File: config.mk
export PLATFORM = sky130hd
export DESIGN_NAME = i2s_frame_scheduler
export DESIGN_NICKNAME = d
export VERILOG_FILES = /design/src/rtl/i2s_frame_scheduler.sv
export SDC_FILE = /design/constraint.sdc
export NUM_CORES = 1
export LEC_CHECK = 0
export BUFFER_PORTS_ARGS = -buffer_cell sky130_fd_sc_hd__clkbuf_2
export CELL_PAD_IN_SITES_DETAIL_PLACEMENT = 1
export CELL_PAD_IN_SITES_GLOBAL_PLACEMENT = 1
export CORE_UTILIZATION = 39
export DETAILED_ROUTE_END_ITERATION = 8
export PLACE_DENSITY = 0.89
export SETUP_SLACK_MARGIN = 0.5
export SLEW_MARGIN = 5
export SYNTH_ARGS = -nofsm -noshare
export SYNTH_HDL_FRONTEND = slang
export SYNTH_SLANG_ARGS = --single-unit
File: constraint.sdc
create_clock -name bclk -period 2.2 [get_ports bclk]
set_input_delay 0.44 -clock bclk [delete_from_list [all_inputs] [get_ports bclk]]
set_output_delay 0.44 -clock bclk [all_outputs]
set_load 0.02 [all_outputs]
File: src/rtl/i2s_frame_scheduler.sv
// I2S transmit frame scheduler: derives lrclk from bclk, fetches one sample per
// half-frame from the left/right sources and holds it on tx_data for the serializer.
module i2s_frame_scheduler #(
    parameter int SLOT_BITS        = 16,
    parameter int DATA_W           = 16,
    parameter int HOLD_ON_UNDERRUN = 0
) (
    input  logic              bclk,
    input  logic              reset_n,
    input  logic              enable,
    input  logic [DATA_W-1:0] l_data,
    input  logic              l_valid,
    output logic              l_ready,
    input  logic [DATA_W-1:0] r_data,
    input  logic              r_valid,
    output logic              r_ready,
    output logic              lrclk,
    output logic [DATA_W-1:0] tx_data,
    output logic              frame_start,
    output logic [15:0]       frame_count,
    output logic              underrun_l,
    output logic              underrun_r,
    input  logic              underrun_clr,
    output logic              busy,
    output logic [1:0]        state_dbg
);

    localparam int CNT_W = $clog2(SLOT_BITS);
    localparam logic [CNT_W-1:0] FETCH_SLOT = CNT_W'(SLOT_BITS - 2);
    localparam logic [CNT_W-1:0] LAST_SLOT  = CNT_W'(SLOT_BITS - 1);

    typedef enum logic [1:0] {
        ST_IDLE  = 2'd0,
        ST_SYNC  = 2'd1,
        ST_LEFT  = 2'd2,
        ST_RIGHT = 2'd3
    } state_t;

    state_t            state_q, state_d;
    logic [CNT_W-1:0]  slot_cnt_q, slot_cnt_d;
    logic              lrclk_q, lrclk_d;
    logic [DATA_W-1:0] tx_data_q, tx_data_d;
    logic [DATA_W-1:0] next_word_q, next_word_d;
    logic [DATA_W-1:0] last_l_q, last_l_d;
    logic [DATA_W-1:0] last_r_q, last_r_d;
    logic              frame_start_q, frame_start_d;
    logic [15:0]       frame_count_q, frame_count_d;
    logic              underrun_l_q, underrun_l_d;
    logic              underrun_r_q, underrun_r_d;

    logic boundary;
    logic fetch;
    logic set_l, set_r;

    assign boundary = (slot_cnt_q == LAST_SLOT);
    assign fetch    = (slot_cnt_q == FETCH_SLOT);

    // All state moves on the falling bclk edge so the serializer sees stable data on the rising edge.
    always_ff @(negedge bclk or negedge reset_n) begin
        if (!reset_n) begin
            state_q       <= ST_IDLE;
            slot_cnt_q    <= '0;
            lrclk_q       <= 1'b1;
            tx_data_q     <= '0;
            next_word_q   <= '0;
            last_l_q      <= '0;
            last_r_q      <= '0;
            frame_start_q <= 1'b0;
            frame_count_q <= '0;
            underrun_l_q  <= 1'b0;
            underrun_r_q  <= 1'b0;
        end else begin
            state_q       <= state_d;
            slot_cnt_q    <= slot_cnt_d;
            lrclk_q       <= lrclk_d;
            tx_data_q     <= tx_data_d;
            next_word_q   <= next_word_d;
            last_l_q      <= last_l_d;
            last_r_q      <= last_r_d;
            frame_start_q <= frame_start_d;
            frame_count_q <= frame_count_d;
            underrun_l_q  <= underrun_l_d;
            underrun_r_q  <= underrun_r_d;
        end
    end

    // Next state: enable is only looked at in IDLE and at the end of RIGHT.
    always_comb begin
        state_d    = state_q;
        slot_cnt_d = slot_cnt_q + CNT_W'(1);
        case (state_q)
            ST_IDLE: begin
                slot_cnt_d = '0;
                if (enable) state_d = ST_SYNC;
            end
            ST_SYNC:  if (boundary) state_d = ST_LEFT;
            ST_LEFT:  if (boundary) state_d = ST_RIGHT;
            ST_RIGHT: if (boundary) state_d = enable ? ST_LEFT : ST_IDLE;
            default:  state_d = ST_IDLE;
        endcase
        if (state_d != state_q) slot_cnt_d = '0;
    end

    // Outputs and datapath updates.
    always_comb begin
        l_ready       = fetch && ((state_q == ST_SYNC) || (state_q == ST_RIGHT));
        r_ready       = fetch && (state_q == ST_LEFT);
        set_l         = 1'b0;
        set_r         = 1'b0;
        next_word_d   = next_word_q;
        last_l_d      = last_l_q;
        last_r_d      = last_r_q;
        tx_data_d     = tx_data_q;
        frame_start_d = 1'b0;
        frame_count_d = frame_count_q;
        lrclk_d       = (state_d != ST_LEFT);

        if (l_ready) begin
            if (l_valid) begin
                next_word_d = l_data;
                last_l_d    = l_data;
            end else begin
                next_word_d = (HOLD_ON_UNDERRUN != 0) ? last_l_q : '0;
                set_l       = 1'b1;
            end
        end
        if (r_ready) begin
            if (r_valid) begin
                next_word_d = r_data;
                last_r_d    = r_data;
            end else begin
                next_word_d = (HOLD_ON_UNDERRUN != 0) ? last_r_q : '0;
                set_r       = 1'b1;
            end
        end

        if (boundary && (state_q != ST_IDLE)) begin
            tx_data_d = (state_d == ST_IDLE) ? '0 : next_word_q;
        end

        if ((state_d == ST_LEFT) && (state_q != ST_LEFT)) begin
            frame_start_d = 1'b1;
            frame_count_d = frame_count_q + 16'd1;
        end

        // A new underrun outranks a clear arriving in the same cycle.
        underrun_l_d = set_l | (underrun_l_q & ~underrun_clr);
        underrun_r_d = set_r | (underrun_r_q & ~underrun_clr);
    end

    assign lrclk       = lrclk_q;
    assign tx_data     = tx_data_q;
    assign frame_start = frame_start_q;
    assign frame_count = frame_count_q;
    assign underrun_l  = underrun_l_q;
    assign underrun_r  = underrun_r_q;
    assign busy        = (state_q != ST_IDLE);
    assign state_dbg   = state_q;

endmodule

==> metrics.md, run 1 <==
| Metric | Value |
|---|---|
| Layout area overhead | 80.4% |
| Dpl cells | 422 |
| First-pass GRT wire length | 18800 um |
| Commonest non-fill, non-tap cell in the layout | buf_4 |
| Clock Latency Late Sink | 0.42 ns |
| CP max stage delay | 0.47 ns |
| Hold Path Class | reg -> reg |
| Routed vias/inst | 6.54 |
| Primary FF master, synth | dfrtn_1 |
| Pre-antenna DRT Iters | 9 |
| Via count | 3277 |
| PD cells | 1230 mW/mm^2 |
| Die width | 84.4 um |
| Critical R2R Launch | frame_count[3]$_DFFE_NN0P_ |
| CP max FO | 3 |
| Final Hold Fails | 0 |
| Number of global-route vias before repair | 3060 |
| R2r setup slk | -0.15 ns |
| Endpoints failing setup | 71 |
| LEAKAGE | 0.00237 uW |
| Worst Path Required | 1.76 ns |
| Instance area at placement | 0.00338 mm^2 |
| Hold Path End | tx_data[4]$_DFFE_NN0P_ |
| Fin area | 0.00478 mm^2 |
| Failing checks | design-rule violations, negative setup slack |
| Worst reg-to-reg path cell count | 7 |
| Post-synthesis compound-gate area fraction | 15.9% |
| CP max stage cell | dfrtn_1 |
| Final core occ | 74.0% |
| H-tree depth | 3 |
| Top-Level Pins | 79 |
| CTS Sinks | 58 |
| Post-route worst setup slack | -0.885 ns |
| Post-synthesis adder-cell area fraction | 1.42% |
| Die height | 84.4 um |
| Setup CP Type | reg -> out |
| Top cell type's share of synthesized area | 53.8% |
| Clock Path Buffers | 2 |
| Count of different cell masters after synthesis | 38 |
| Crit-path cells | ha_4, nand3_4, nor3b_4, clkbuf_8 |
| Post-synth EDFFs | 0 |
| Multi-input logic area | 0.00141 mm^2 |
| Min Hold Slack | 0.496 ns |
| Startpoint types | flop |
| Max Slew Vio Count | 0 |
| Clock skew | 0.0883 ns |
| Crit. End Element | primary output |
| IR drop worst, VDD | 0.880 mV |
| Hold path start | next_word_q[4]$_DFFE_NN0P_ |
| Fraction of registers with async set/reset | 100% |
| Clock-pin slew on the worst setup and hold paths | 0.05 ns |
| FF+latch count, synth | 58 |
| Post-Route WL | 16400 um |
| Port bufs | 78 |
| Top cells by area, synth | dfrtn_1 54%, a22o_1 5.6%, nor2_1 5.5% |
| Post-Layout Cell Count | 501 |
| Synth warnings | 0 |
| Simple-Gate Fraction of Synth Area | 18.0% |
| RSZ-0062 raised after global routing | yes |
| Register area | 0.00145 mm^2 |
| Gp weighted congestion | 0.750 |
| Wire per inst | 32.8 um |
| Mapped cell area | 0.00265 mm^2 |
| Status | finished with violations |
| CTS tree | done |
| HPWL Detailed | 5780 um |
| Largest net degree at the start of global routing | 30 |
| Mapped Cells | 249 |
| Area leader, netlist | dfrtn_1 |
| Gr usage total | 36.5% |
| Post-synthesis sequential area ratio | 54.8% |
| Post-synth net total | 290 |
| CTS root buffer | clkbuf_8 |
| Worst hold path depth | 1 |
| Antenna violations before repair | 1 |
| Drt first-iter violations | 299 |
| Die area | 0.00713 mm^2 |
| Fillers | 628 |
| Max Cap Viol | 0 |
| DRC | 2 |
| Antenna-violating nets left | 0 |
| Total grt overflow | 0 |
| Nets | 459 |
| Worst-Margin Slew | 0.632 ns |
| Setup TNS | -17.64 ns |
| Relative slew slack | 57.7% |
| Mux contribution to synthesized area | 0.803% |
| Core area | 0.00646 mm^2 |
| # rows | 29 |
| XOR/XNOR share of the synthesized area | 5.29% |
| Most frequent cells in the layout | 74 x buf_4, 57 x dfrtn_1, 46 x clkbuf_8 |
| Share of layout cells above drive strength 1 | 57.7% |
| Critical Path AT | 2.64 ns |
| R2r endpoint | frame_count[15]$_DFFE_NN0P_ |
| Post-synthesis area per instance | 10.6 um^2 |
| Largest family of logic cells by synthesized area | simple AND/OR/NAND/NOR gates |
| TritonCTS buffer count | 9 |
| Initial Util | 41.0% |
-- critical path, delay by kind of cell, from the launching register on --
family | cells | cell delay (ns)
adders and majority gates | 1 | 0.16
buffers and inverters | 1 | 0.20
DFF | 1 | 0.47
and+or+nand+nor | 2 | 0.36
-- metrics by stage --
stage / total power [uW] / setup WS [ns]
floorplan: 2710 / -0.451
global placement: 3240 / -0.439
detailed placement: 3360 / -0.510
CTS: 5030 / -0.806
global route: 5960 / -0.914
finish: 5880 / -0.885
-- state kept, by name, indices dropped and copies added, names as in the netlist --
| register | flops |
|---|---|
| frame_count | 16 |
| slot_cnt_q | 4 |
| tx_data | 16 |
| next_word_q | 16 |
| lrclk | 1 |
| state_dbg | 2 |
| frame_start | 1 |
| underrun_r | 1 |
| underrun_l | 1 |
-- worst max-delay path by stage --
stage	slack (ns)	depth (start not counted)	endpoint	startpoint
6_report	-0.88	4	r_ready	slot_cnt_q[1]$_DFF_NN0_
5_1_grt	-0.91	4	r_ready	slot_cnt_q[1]$_DFF_NN0_
4_1_cts	-0.81	4	r_ready	slot_cnt_q[1]$_DFF_NN0_
3_5_place_dp	-0.51	5	frame_count[12]$_DFFE_NN0P_	enable
3_3_place_gp	-0.44	5	frame_count[14]$_DFFE_NN0P_	enable
2_1_floorplan	-0.45	6	l_ready	slot_cnt_q[0]$_DFF_NN0_
-- kinds of logic (layout without fill, tap and decap cells) --
| family | Yosys count | count (layout) |
|---|---|---|
| AO/OA/AOI/OAI | 57 | 57 |
| XOR/XNOR | 16 | 16 |
| adder cells (fa/ha/maj) | 3 | 3 |
| buffers and inverters | 23 | 196 |
| flip-flops | 58 | 58 |
| multiplexers | 2 | 2 |
| other | 0 | 1 |
| AND/OR/NAND/NOR | 90 | 91 |
-- layer usage --
| metal | track usage [%] | wire (um) | share of wire, % | vias to the layer above |
|---|---|---|---|---|
| met2 | 65.0 | 7950 | 48 | 304 |
| met5 | 0 | 0 | 0 | - |
| li1 | - | - | - | 1201 |
| met4 | 19.4 | 1510 | 9.2 | 0 |
| met1 | 41.3 | 5530 | 34 | 1658 |
| met3 | 7.57 | 1430 | 8.7 | 114 |
-- cells in the mapped netlist (all sizes together) (3+ instances only) --
cell type,n
dfrtn,57
nor2,39
nand2,20
a21oi,19
a22o,17
a211oi,16
inv,9
buf,8
nand3,8
xnor2,8
xor2,8
and3,6
clkbuf,6
ha,3
nand4,3
nor3,3
nor3b,3
-- timing repair --
action / CTS / global route
gates cloned: 3 / 0
hold buffers: 0 / 0
setup buffers: 33 / 26
resized for setup: 130 / 38
pin swaps: 33 / 22
endpoints found under the setup margin: 93 / 94
-- layout make-up --
cell class	count	area share, %
Timing Repair Buffer	171	33.7
Sequential cell	58	30.4
Multi-Input combinational cell	169	29.5
Clock buffer	14	3.40
Tap cell	77	2.02
Inverter	8	0.628
Clock inverter	3	0.236
Antenna cell	1	0.0524
-- power breakdown --
group          internal [uW]  leakage [uW]  switching [uW]
clock network            469     0.0000986             507
registers               1450      0.000748             371
logic                   1430       0.00152            1650
total                   3350       0.00237            2530
(Power assumes the default switching activity.)
==> inputs of run 2 (changes only) <==
--- a/config.mk
+++ b/config.mk
@@ -8,9 +8,12 @@
 export BUFFER_PORTS_ARGS = -buffer_cell sky130_fd_sc_hd__clkbuf_2
 export CELL_PAD_IN_SITES_DETAIL_PLACEMENT = 1
 export CELL_PAD_IN_SITES_GLOBAL_PLACEMENT = 1
-export CORE_UTILIZATION = 39
+export CORE_UTILIZATION = 40
+export CTS_BUF_LIST = sky130_fd_sc_hd__clkbuf_4 sky130_fd_sc_hd__clkbuf_8
 export DETAILED_ROUTE_END_ITERATION = 8
-export PLACE_DENSITY = 0.89
+export GPL_ROUTABILITY_DRIVEN = 0
+export PLACE_DENSITY = 0.91
+export RECOVER_POWER = 25
 export SETUP_SLACK_MARGIN = 0.5
 export SLEW_MARGIN = 5
 export SYNTH_ARGS = -nofsm -noshare
==> run 2 against run 1 <==
  * The run now fails in global routing (5_1_grt)
  * Synthesized area stayed put
  * Synthesized cell count stayed put
==> metrics.md, run 2 <==
| Metric | Value |
|---|---|
| Count of different cell masters after synthesis | 38 |
| Largest net degree at the start of global routing | 44 |
| Status | aborted with a tool error |
| Hold Buf Count CTS | 0 |
| GR repair worst EP | r_ready |
| Gr usage total | 72.2% |
| TritonCTS buffer count | 9 |
| Exit stage | global routing (5_1_grt) |
| Top cells by area, synth | dfrtn_1 54%, a22o_1 5.6%, nor2_1 5.5% |
| Post-synthesis area per instance | 10.6 um^2 |
| Mux contribution to synthesized area | 0.803% |
| CTS Sinks | 58 |
| FF+latch count, synth | 58 |
| Post-synth EDFFs | 0 |
| Largest family of logic cells by synthesized area | simple AND/OR/NAND/NOR gates |
| Primary FF master, synth | dfrtn_1 |
| Synth warnings | 0 |
| HPWL Detailed | 6100 um |
| Post-synth net total | 290 |
| Area leader, netlist | dfrtn_1 |
| XOR/XNOR share of the synthesized area | 5.29% |
| Simple-Gate Fraction of Synth Area | 18.0% |
| Fraction of registers with async set/reset | 100% |
| Post-synthesis adder-cell area fraction | 1.42% |
| Stop err | [ERROR GRT-0232] Routing congestion too high. Check the congestion heatmap in the GUI. |
| Antenna violations before repair | 2 |
| Most common cell in the synthesized netlist | dfrtn_1 |
| Mapped Cells | 249 |
| Worst EP kind | top-level output |
| Post-synthesis sequential area ratio | 54.8% |
| H-tree depth | 3 |
| Clock Path Buffers | 2 |
| Post-synthesis compound-gate area fraction | 15.9% |
| Die width | 83.4 um |
| Die height | 83.4 um |
| Commonest cells post-synth | 57 x dfrtn_1, 39 x nor2_1, 20 x nand2_1 |
| Top cell type's share of synthesized area | 53.8% |
| Initial Util | 41.5% |
| Dpl cells | 428 |
| # rows | 29 |
| Total grt overflow | 68 |
| Mapped cell area | 0.00265 mm^2 |
| Top-Level Pins | 79 |
| CTS root buffer | clkbuf_8 |
| Port bufs | 78 |
==> run 2: logic make-up after synthesis <==
kind of cell / Yosys count
AND/OR/NAND/NOR: 90
AO/OA/AOI/OAI: 57
flip-flops: 58
XOR/XNOR: 16
adder cells (fa/ha/maj): 3
multiplexers: 2
buffers and inverters: 23
==> run 2: what timing repair did <==
item,4_1_cts
endpoints found under the setup margin,93
setup buffers,33
pin swaps,41
cloned,3
gates resized for setup,143
==> run 2: metal layers <==
layer	global-route usage [%]	overflow
met2	93.4	37
met3	44.4	0
met4	77.1	31
met1	76.2	0
met5	0	0
==> run 2: stage by stage <==
step / util, % / instance area [um^2] / setup WS (ns)
2_1_floorplan: - / 2730 / -0.451
3_3_place_gp: 53.6 / 3430 / -0.450
3_5_place_dp: 53.6 / 3430 / -0.537
4_1_cts: 72.2 / 4610 / -0.776
==> inputs of run 3 (changes only) <==
==> config.mk (replaced) <==
export PLATFORM = sky130hd
export DESIGN_NAME = i2s_frame_scheduler
export DESIGN_NICKNAME = d
export VERILOG_FILES = /design/src/rtl/i2s_frame_scheduler.sv
export SDC_FILE = /design/constraint.sdc
export NUM_CORES = 1
export LEC_CHECK = 0
export BUFFER_PORTS_ARGS = -buffer_cell sky130_fd_sc_hd__clkbuf_2
export CORE_UTILIZATION = 40
export DETAILED_ROUTE_END_ITERATION = 8
export GPL_ROUTABILITY_DRIVEN = 0
export PLACE_DENSITY_LB_ADDON = 0.15
export RECOVER_POWER = 25
export SLEW_MARGIN = 5
export SYNTH_ARGS = -nofsm -noshare
export SYNTH_HDL_FRONTEND = slang
export SYNTH_SLANG_ARGS = --single-unit
==> run 3 against run 2 <==
  * The flow now finishes, with violations (negative setup slack)
==> metrics.md, run 3 (synthesis gave the netlist of run 1 again) <==
| Metric | Value |
|---|---|
| Gr usage total | 20.8% |
| Worst hold path depth | 1 |
| Post-Route WL | 7020 um |
| Antenna-violating nets left | 0 |
| Crit. End Element | primary output |
| RSZ-0062 raised after global routing | yes |
| Worst Path Required | 1.76 ns |
| Clock-pin slew on the worst setup and hold paths | 0.05 ns |
| Clock skew | 0.0517 ns |
| # rows | 29 |
| Layout area overhead | 63.3% |
| Antenna violations before repair | 0 |
| Total grt overflow | 0 |
| Clock Latency Late Sink | 0.37 ns |
| Wire per inst | 14.7 um |
| Core area | 0.00639 mm^2 |
| Port bufs | 78 |
| CP max FO | 2 |
| Relative slew slack | 37.0% |
| Number of global-route vias before repair | 2356 |
| Failing checks | negative setup slack |
| Fin area | 0.00433 mm^2 |
| HPWL Detailed | 4560 um |
| Share of layout cells above drive strength 1 | 48.3% |
| Startpoint types | flop |
| Initial Util | 41.5% |
| Max Cap Viol | 0 |
| LEAKAGE | 0.00218 uW |
| Setup CP Type | reg -> out |
| CTS Sinks | 58 |
| Hold Path Class | reg -> reg |
| Commonest non-fill, non-tap cell in the layout | buf_4 |
| N_diodes | 0 |
| Drt first-iter violations | 100 |
| Die area | 0.00695 mm^2 |
| Routed vias/inst | 5.06 |
| Max Slew Vio Count | 0 |
| Nets | 438 |
| Worst reg-to-reg path cell count | 6 |
| Final Power | 5020 uW |
| Fillers | 503 |
| Min Hold Slack | 0.431 ns |
| Critical Path AT | 2.49 ns |
| DRC | 0 |
| Worst-Margin Slew | 0.944 ns |
| Top-Level Pins | 79 |
| Die width | 83.4 um |
| Final core occ | 67.7% |
| Post-route worst setup slack | -0.731 ns |
| Largest net degree at the start of global routing | 38 |
| CTS tree | done |
| First-pass GRT wire length | 11300 um |
| Status | finished with violations |
| Most frequent cells in the layout | 67 x buf_4, 57 x dfrtn_1, 46 x clkbuf_8 |
| Via count | 2423 |
| IR drop worst, VDD | 0.862 mV |
| CTS root buffer | clkbuf_8 |
| Clock Path Buffers | 2 |
| Instance area at placement | 0.00342 mm^2 |
| Endpoints failing setup | 72 |
| H-tree depth | 3 |
| Pre-antenna DRT Iters | 4 |
| Die height | 83.4 um |
| TritonCTS buffer count | 9 |
| DP Worst Slack | -0.482 ns |
| Final Hold Fails | 0 |
| PD cells | 1160 mW/mm^2 |
run 3: layout make-up:
type                            count  area (um^2)  area share, %
Timing Repair Buffer              151         1320           30.5
Clock buffer                        9          124           2.86
Clock inverter                      8         97.6           2.26
Tap cell                           77         96.3           2.23
Sequential cell                    58         1450           33.6
Inverter                            8         30.0          0.694
Multi-Input combinational cell    168         1200           27.9
run 3: path summary, 6_finish.rpt:
check	from	end	slack (ns)
min in group asynchronous	reset_n	tx_data[11]$_DFFE_NN0P_	1.09
min reg2reg	next_word_q[7]$_DFFE_NN0P_	tx_data[7]$_DFFE_NN0P_	0.43
max reg2reg	slot_cnt_q[1]$_DFF_NN0_	frame_count[14]$_DFFE_NN0P_	0.31
max	slot_cnt_q[1]$_DFF_NN0_	r_ready	-0.73
min	next_word_q[7]$_DFFE_NN0P_	tx_data[7]$_DFFE_NN0P_	0.43
max in group asynchronous	reset_n	frame_count[5]$_DFFE_NN0P_	0.22
run 3: what timing repair did:
action / CTS / global route
hold buffers: 0 / 0
gates cloned: 0 / 0
endpoints found under the setup margin: 74 / 80
setup buffers: 22 / 16
gates resized for setup: 88 / 11
pin swaps: 12 / 2
run 3: stage by stage:
stage	cells	setup TNS [ns]
global route	479	-14.98
CTS	464	-13.29
floorplan	249	-9.11
detailed placement	427	-19.57
finish	479	-12.60
global placement	427	-18.99
run 3: per-layer routing:
| metal | vias up | global-route usage [%] | wire, um |
|---|---|---|---|
| li1 | 1169 | - | - |
| met1 | 1200 | 26.4 | 3060 |
| met2 | 46 | 35.5 | 3680 |
| met3 | 8 | 3.08 | 185 |
| met4 | 0 | 8.62 | 94 |
| met5 | - | 0 | 0 |
run 3: where the power goes:
part           leakage [uW]  total, uW  switching [uW]  internal [uW]
Clock              0.000107       1090             454            636
Combinational       0.00133       2240            1050           1190
Sequential         0.000748       1690             239           1450
Total               0.00218       5020            1750           3270
run 3: worst max-delay path, stage by stage (launching register included):
cell	delay, ns
dfrtn_1	0.42
ha_1	0.17
nand3_2	0.09
nor3b_4	0.21
clkbuf_8	0.18
==> inputs of run 4 (changes only) <==
--- a/config.mk
+++ b/config.mk
@@ -6,7 +6,7 @@
 export NUM_CORES = 1
 export LEC_CHECK = 0
 export BUFFER_PORTS_ARGS = -buffer_cell sky130_fd_sc_hd__clkbuf_2
-export CORE_UTILIZATION = 40
+export CORE_UTILIZATION = 32
 export DETAILED_ROUTE_END_ITERATION = 8
 export GPL_ROUTABILITY_DRIVEN = 0
 export PLACE_DENSITY_LB_ADDON = 0.15
==> run 4 against run 3 <==
  * The flow still finishes with violations (negative setup slack)
  * Clock-buffer cell count grew 2
  * First-iteration DRC count decreased by 13%
  * Design area is 6.0% higher
==> metrics.md, run 4 (synthesis gave the netlist of run 1 again) <==
| Metric | Value |
|---|---|
| Wire per inst | 14.2 um |
| Final Hold Fails | 0 |
| Layout area overhead | 73.2% |
| Via count | 2415 |
| CP top delay family | flip-flops |
| RSZ-0062 raised after global routing | yes |
| Most frequent cells in the layout | 77 x buf_4, 57 x dfrtn_1, 48 x clkbuf_8 |
| Die height | 93.0 um |
| Share of layout cells above drive strength 1 | 50.7% |
| Hold Path Class | reg -> reg |
| Largest net degree at the start of global routing | 22 |
| Relative slew slack | 54.4% |
| CTS Sinks | 58 |
| IR drop worst, VDD | 0.729 mV |
| Die area | 0.00865 mm^2 |
| Clock Path Buffers | 2 |
| Setup CP Type | reg -> out |
| CP max FO | 3 |
| Antenna-violating nets left | 0 |
| Core area | 0.00785 mm^2 |
| Number of global-route vias before repair | 2419 |
| Initial Util | 33.8% |
| Gr usage total | 18.0% |
| Clock skew | 0.0464 ns |
| Fillers | 682 |
| # rows | 32 |
| Crit-path cells | ha_2, nand3_4, nor3b_4, clkbuf_8 |
| Worst Path Required | 1.76 ns |
| Post-Route WL | 7340 um |
| Clock Latency Late Sink | 0.37 ns |
| Commonest non-fill, non-tap cell in the layout | buf_4 |
| Antenna violations before repair | 0 |
| DRC | 0 |
| N_diodes | 0 |
| Startpoint types | flop |
| Max Slew Vio Count | 0 |
| CTS tree | done |
| Drt first-iter violations | 87 |
| Crit. End Element | primary output |
| First-pass GRT wire length | 11800 um |
| PD cells | 1150 mW/mm^2 |
| Critical Path AT | 2.53 ns |
| Total grt overflow | 0 |
| CP max stage cell | dfrtn_1 |
| LEAKAGE | 0.00234 uW |
| Post-route worst setup slack | -0.768 ns |
| Final core occ | 58.5% |
| Nets | 453 |
| TritonCTS buffer count | 9 |
| Top-Level Pins | 79 |
| CP bufs+invs | 1 |
| Endpoints failing setup | 64 |
| Pre-antenna DRT Iters | 4 |
| H-tree depth | 3 |
| Port bufs | 78 |
| Failing checks | negative setup slack |
| Routed vias/inst | 4.66 |
| Min Hold Slack | 0.434 ns |
| Die width | 93.0 um |
| CP max stage delay | 0.42 ns |
| Max Cap Viol | 0 |
| HPWL Detailed | 4990 um |
| Worst-Margin Slew | 0.683 ns |
| Status | finished with violations |
| CTS root buffer | clkbuf_8 |
| Clock-pin slew on the worst setup and hold paths | 0.05 ns |
run 4: worst register-to-register path, delay by kind of cell, from the launching register on:
kind                      cells  cell delay, ns
xor gates and xnor gates      1            0.10
buffers and inverters         3            0.30
DFF                           1            0.43
and+or+nand+nor               3            1.05
run 4: layout make-up:
class / count / area (um^2) / area share (%)
clock buffers: 11 / 151 / 3.30
clock inverters: 5 / 103 / 2.24
inverters: 8 / 30.0 / 0.655
multi-input cells: 168 / 1230 / 26.8
flip-flops and latches: 58 / 1450 / 31.7
well taps: 102 / 128 / 2.78
repair buffers: 166 / 1490 / 32.5
run 4: where the power goes:
group          internal, uW  total, uW  switching [uW]
clock                   813       1250             438
combinational          1280       2340            1060
sequential             1450       1680             226
run 4: final timing paths:
kind / start / depth (start not counted) / endpoint / slack [ns]
worst max-delay path: slot_cnt_q[1]$_DFF_NN0_ / 4 / r_ready / -0.77
worst min-delay path: next_word_q[0]$_DFFE_NN0P_ / 1 / tx_data[0]$_DFFE_NN0P_ / 0.43
worst max register to register: frame_count[3]$_DFFE_NN0P_ / 7 / frame_count[15]$_DFFE_NN0P_ / 0.16
worst min register to register: next_word_q[0]$_DFFE_NN0P_ / 1 / tx_data[0]$_DFFE_NN0P_ / 0.43
max in group asynchronous: reset_n / 2 / tx_data[15]$_DFFE_NN0P_ / 0.66
min in group asynchronous: reset_n / 1 / underrun_l$_DFF_NN0_ / 0.94
run 4: timing repair:
item,in CTS,in global routing
endpoints found under the setup margin,74,91
hold buffers,0,0
buffers inserted,31,18
gates resized for setup,97,23
cloned,1,0
pin swaps,7,11
run 4: per-stage QoR:
step                std cells  worst slack (ns)  total power (uW)  setup TNS, ns  area [um^2]
floorplan                 249            -0.451              2710          -9.11         2730
global placement          456            -0.452              3280         -19.54         3450
detailed placement        456            -0.489              3330         -19.70         3450
CTS                       503            -0.795              5160         -14.11         4390
global route              518            -0.835              5610         -15.08         4590
finish                    518            -0.768              5270         -12.89         4590
run 4: metal layers:
layer / up-vias / track usage, % / wire, um / share of wire (%)
met5: - / 0 / 0 / 0
met4: 0 / 5.77 / 94 / 1.3
met3: 9 / 4.96 / 270 / 3.7
met2: 51 / 29.1 / 3590 / 49
met1: 1161 / 23.4 / 3380 / 46
li1: 1194 / - / - / -
